**config.mk**
```make
export PLATFORM = sky130hd
export DESIGN_NAME = regfile_sb
export DESIGN_NICKNAME = d
export VERILOG_FILES = /design/src/rtl/regfile_sb.sv
export SDC_FILE = /design/constraint.sdc
export NUM_CORES = 1
export LEC_CHECK = 0
export ABC_AREA = 1
export CELL_PAD_IN_SITES_DETAIL_PLACEMENT = 2
export CELL_PAD_IN_SITES_GLOBAL_PLACEMENT = 2
export CORE_ASPECT_RATIO = 1.25
export CORE_UTILIZATION = 36
export DETAILED_ROUTE_END_ITERATION = 6
export PLACE_DENSITY_LB_ADDON = 0.1
export SLEW_MARGIN = 20
export SYNTH_ARGS = -nofsm -noshare
export SYNTH_HDL_FRONTEND = slang
export SYNTH_SLANG_ARGS = --single-unit
```
**constraint.sdc**
```tcl
create_clock -name clk -period 4.7 [get_ports clk]
set_clock_uncertainty 0.05 [all_clocks]
set_input_delay 1.175 -clock clk [delete_from_list [all_inputs] [get_ports clk]]
set_output_delay 1.175 -clock clk [all_outputs]
set_load 0.02 [all_outputs]
```
**src/rtl/regfile_sb.sv**
```systemverilog
// Multi-port register file with a per-register busy scoreboard for decode hazard stalls.
// Optional write-to-read forwarding is enabled by defining REGFILE_BYPASS_EN.
module regfile_sb #(
  parameter int unsigned WIDTH = 16,
  parameter int unsigned DEPTH = 8,
  parameter int unsigned NREAD = 2,
  localparam int unsigned AW   = $clog2(DEPTH)
) (
  input  logic                   clk,
  input  logic                   rst,
  input  logic                   wr_en0,
  input  logic [AW-1:0]          wr_addr0,
  input  logic [WIDTH-1:0]       wr_data0,
  input  logic                   wr_en1,
  input  logic [AW-1:0]          wr_addr1,
  input  logic [WIDTH-1:0]       wr_data1,
  input  logic [NREAD*AW-1:0]    rd_addr,
  output logic [NREAD*WIDTH-1:0] rd_data,
  output logic [NREAD-1:0]       rd_busy,
  input  logic                   issue_en,
  input  logic [AW-1:0]          issue_dest,
  output logic                   issue_ok,
  output logic [DEPTH-1:0]       busy_vec
);

  logic [WIDTH-1:0] regs_q [DEPTH];
  logic [DEPTH-1:0] busy_q, busy_d;
  logic             issue_take;

  assign issue_ok   = ~busy_q[issue_dest];
  assign issue_take = issue_en & issue_ok;
  assign busy_vec   = busy_q;

  // Clears are applied first so that a same-cycle claim leaves the register pending.
  always_comb begin
    busy_d = busy_q;
    if (wr_en0) busy_d[wr_addr0] = 1'b0;
    if (wr_en1) busy_d[wr_addr1] = 1'b0;
    if (issue_take) busy_d[issue_dest] = 1'b1;
  end

  // Port 1 is assigned last so it wins a same-address collision.
  always_ff @(posedge clk) begin
    if (rst) begin
      for (int r = 0; r < DEPTH; r++) begin
        regs_q[r] <= '0;
      end
      busy_q <= '0;
    end else begin
      if (wr_en0) regs_q[wr_addr0] <= wr_data0;
      if (wr_en1) regs_q[wr_addr1] <= wr_data1;
      busy_q <= busy_d;
    end
  end

  for (genvar g = 0; g < NREAD; g++) begin : g_rd
    logic [AW-1:0] addr;
    assign addr = rd_addr[g*AW +: AW];

`ifdef REGFILE_BYPASS_EN
    logic hit0, hit1, claim;
    assign hit0  = wr_en0 && (wr_addr0 == addr);
    assign hit1  = wr_en1 && (wr_addr1 == addr);
    assign claim = issue_take && (issue_dest == addr);

    always_comb begin
      if (hit1) begin
        rd_data[g*WIDTH +: WIDTH] = wr_data1;
      end else if (hit0) begin
        rd_data[g*WIDTH +: WIDTH] = wr_data0;
      end else begin
        rd_data[g*WIDTH +: WIDTH] = regs_q[addr];
      end
    end

    // A writeback in flight resolves the hazard unless a new producer claims it now.
    assign rd_busy[g] = ((hit0 || hit1) && !claim) ? 1'b0 : busy_q[addr];
`else
    assign rd_data[g*WIDTH +: WIDTH] = regs_q[addr];
    assign rd_busy[g]                = busy_q[addr];
`endif
  end

endmodule
```
Word level (Yosys, flattened, before mapping). Memory sizes are Yosys's and may differ from the RTL's. Cells that the tools add are included.

Bits in registers: 8. RAM bits: 128. Input port bits: 52. Output and inout port bits: 43. Logic and storage cells: 51. Memories kept: 1.

$lt $le $gt $ge: 8. Muxes and demuxes: 29. Bitwise operators: 7. Reductions and logical operators: 5.

Memories: regs_q (depth 8, bits a word 16, read ports 2, clocked after Yosys merged registers in 0, wr ports 8, line 26) `logic [WIDTH-1:0] regs_q [DEPTH];`.

Operators with widths (number): $mux 16 (2); $reduce_or 16->1 (2); $mux 8 (3); $lt 3x4->1 const B (5); $and 8x8->8 (2); $mux 1 (16); $not 8->8 (2); $bmux 1 s3 (3); $demux 1 s3 (3); $ge 3x1->1 const B (3); $or 8x8->8 (1); $mux 3 (2); $logic_and 1x1->1 (3); $and 1x1->1 (1); $not 1->1 (1).

Depth between registers and ports, before layout.
Depth after elaboration: 11. Depth in mapped cells: 8. Gate-level depth less buffers: 7.

Worst setup path after synthesis. No wires, ideal clock.

Path kind: input to output. From: input issue_dest[0]. To: output issue_ok. Arrival time: 2.052 ns. Data required time: 3.475 ns. Path slack: 1.423 ns. Cell stages on the path: 7. Path buffers: 1. Cell sequence: buf_4 > inv_2 > nand2_1 > nand3_1 > nand2_1 > nor2_2 > and2_1.

Cells in the longest elaborated chain, start to end: 3.

RTL lines: start, declared (line 21) `input logic [AW-1:0] issue_dest,`; $bmux 1 s3 (line 30) `assign issue_ok = ~busy_q[issue_dest];`; $mux 1 (implied by the code) (line 30); $not 1->1 (line 30); end, declared (line 22) `output logic issue_ok,`.

Every way passes these cells. The select of a mux whose other input is x is not followed.

Worst setup path in the final report.
From: input rd_addr[0]. To: output rd_data[14].

Cells in the longest elaborated chain, start to end: 1.

RTL lines: start, declared (line 17) `input logic [NREAD*AW-1:0] rd_addr,`; $mem_v2 8x16; end, declared (line 18) `output logic [NREAD*WIDTH-1:0] rd_data,`.

Every way passes these cells.

==> results <==
[power by group through the flow]
stage | Combinational, mW | Sequential [mW] | Clock (mW)
5_1_grt | 0.681 | 1.48 | 1.38
3_3_place_gp | 0.612 | 1.49 | 0
3_5_place_dp | 0.628 | 1.49 | 0
4_1_cts | 0.636 | 1.47 | 1.34
2_1_floorplan | 0.330 | 1.48 | 0
6_report | 0.638 | 1.47 | 1.33
[kinds of logic (layout without fill, tap and decap cells)]
family	after synthesis	in the layout	synth area share, %
buffers and inverters	156	247	8.23
AND/OR/NAND/NOR	270	270	13.9
flip-flops	136	136	50.1
AO/OA/AOI/OAI	410	410	27.8
[metrics by stage]
step | hold slack, ns | area [µm²]
floorplan | 0.519 | 7990
global placement | 0.492 | 9300
detailed placement | 0.499 | 9300
CTS | 0.514 | 9880
global route | 0.533 | 9880
finish | 0.500 | 9880
[Yosys cell counts (all sizes together)]
cell type	number	area share, %
nand2	143	6.8
o21ai	206	13
clkinv	1	0.047
nor3	4	0.25
nor2	94	4.5
nand4	11	0.86
nand3b	2	0.19
dfxtp	8	2.0
edfxtp	128	48
clkbuf	18	0.85
inv	86	4.0
and2	1	0.078
o22ai	128	10
or2	4	0.31
a21oi	74	4.7
buf	51	3.3
nand3	11	0.81
o21a	2	0.19
[worst max-delay path, cell delays in order]
cell and delay [ns]:
buf_2 0.13, buf_12 0.18, a21oi_1 0.23, o21ai_0 0.15, o21ai_0 0.16, nand2_1 0.13
nand2_1 0.17, clkdlybuf4s50_1 0.63
[final timing paths]
check                                 start     endpoint  cells past startpoint
worst max-delay path             rd_addr[0]  rd_data[14]                      8
worst min-delay path            busy_vec[1]  busy_vec[1]                      2
worst max register to register  busy_vec[5]  busy_vec[1]                      8
worst min register to register  busy_vec[1]  busy_vec[1]                      2
[layout make-up]
class	count	area [µm²]
multi-input combinational	680	3350
inverter	87	327
sequential	136	4000
timing repair buffer	128	1260
clock inverter	15	153
clock buffer	17	425
tap	279	349
fill	2420	11700
[state kept, by name (all words and copies together), names as in the netlist]
| name | flops |
|---|---|
| regs_q | 128 |
| busy_vec | 8 |
[per-layer routing]
| layer | wire [µm] | track usage (%) |
|---|---|---|
| met1 | 14000 | 39.5 |
| met2 | 18300 | 57.1 |
| met3 | 2190 | 4.37 |
| met4 | 1630 | 16.0 |
| met5 | 0 | 0 |
==> metrics.md <==
| Metric | Value |
|---|---|
| Status | `completed` |
| Total power | `3.44 mW` |
| Sequential share of power | `42.7%` |
| Iteration count of the initial detailed-routing pass | `5` |
| Sw Pwr | `1.02 mW` |
| Ports | `95` |
| Most frequent cells in the layout | `o21ai_0, nand2_1, o22ai_1, edfxtp_1` |
| PortBufs | `94` |
| Largest net degree at the start of global routing | `101` |
| GRT Residual Overflow | `0` |
| CTS Buf Count | `17` |
| CTS Buffer Depth | `2` |
| MaxCap Viol Count | `0` |
| RD Place Congestion | `0.801` |
| Fin crit period | `4.32 ns` |
| Slew @ Worst Pin | `0.964 ns` |
| Startpoint Class | `input pin` |
| Max VDD drop | `0.259 mV` |
| Iter 0 DRT Violations | `746` |
| Fin. max-slew vios | `0` |
| Hold crit path type | `reg -> reg` |
| Clk pwr share | `38.8%` |
| Final HPWL DP | `22,400 µm` |
| Critical path data arrival time | `3.10 ns` |
| Synthesis Warnings | `0` |
| Residual DRC | `0` |
| Max Clk Rate | `0.231 GHz` |
| Dpl cells | `1,310` |
| Post-synthesis register bit count | `136` |
| Initial antenna violation count | `0` |
| CTS resizes | `0` |
| Avg WL per Cell | `26.9 µm` |
| RSZ-0062 raised after global routing | `false` |
| Crit path kind | `in -> out` |
| Cell-internal power | `2.42 mW` |
| Vias per cell | `6.24` |
| Leak pwr | `3.70 nW` |
| Fin crit share | `92.0%` |
| Diode count | `0` |
| Synth Instances | `972` |
| Layout Nets | `1,102` |
| Clk sinks | `136` |
| Critical path fanouts, max | `98` |
| Crit end category | `primary output` |
| Distinct cells, synth | `28` |
| Slew HR | `35.6%` |
| Power Dens Cells | `348 nW/µm²` |
| Die X-Extent | `135 µm` |
| Setup TNS | `0 ns` |
| Clock transition at path regs | `0.06 ns` |
| Final core occ | `45.7%` |
| Row cnt | `60` |
| Seq/Total Area, Yosys | `50.1%` |
| Commonest non-fill, non-tap cell in the layout | `o21ai_0` |
| Clock latency at the later pin of the worst-skew pair | `0.43 ns` |
| CTS HTree Levels | `4` |
| Tot GR Track Use | `32.8%` |
| Vias | `8,371` |
| Logic pwr share | `18.5%` |
| First-pass GRT wire length | `54,200 µm` |
| Worst Setup Slack post-DPL | `0.436 ns` |
| Worst setup margin | `0.378 ns` |
| Die Area | `22,800 µm²` |
| Mapped Area | `7990 µm²` |
| Non-Filler Instances | `1,342` |
| Die Ht | `169 µm` |
| Sw frac | `29.6%` |
| Root buffer cell | `clkbuf_16` |
| Vias in the first global route | `8,966` |
| Layout cells sized above 1 | `8.37%` |
| CTS tree | `yes` |
| Initial Util | `37.0%` |
| Syn_nets | `1,024` |
| Hold_buf cts | `0` |
| Synth-to-Final Area Change | `23.5%` |
| Required time of the critical path | `3.47 ns` |
| Hold Violations, Final | `0` |
| Setup bufs post-CTS | `0` |
| Syn Area/Cell | `8.22 µm²` |
| Slack of the worst reg-to-reg path | `3.48 ns` |
| Core area | `21,600 µm²` |
| Final wirelength | `36,100 µm` |
| DRT antenna net count | `0` |
| Final setup vio count | `0` |
(Power assumes the default switching activity.)
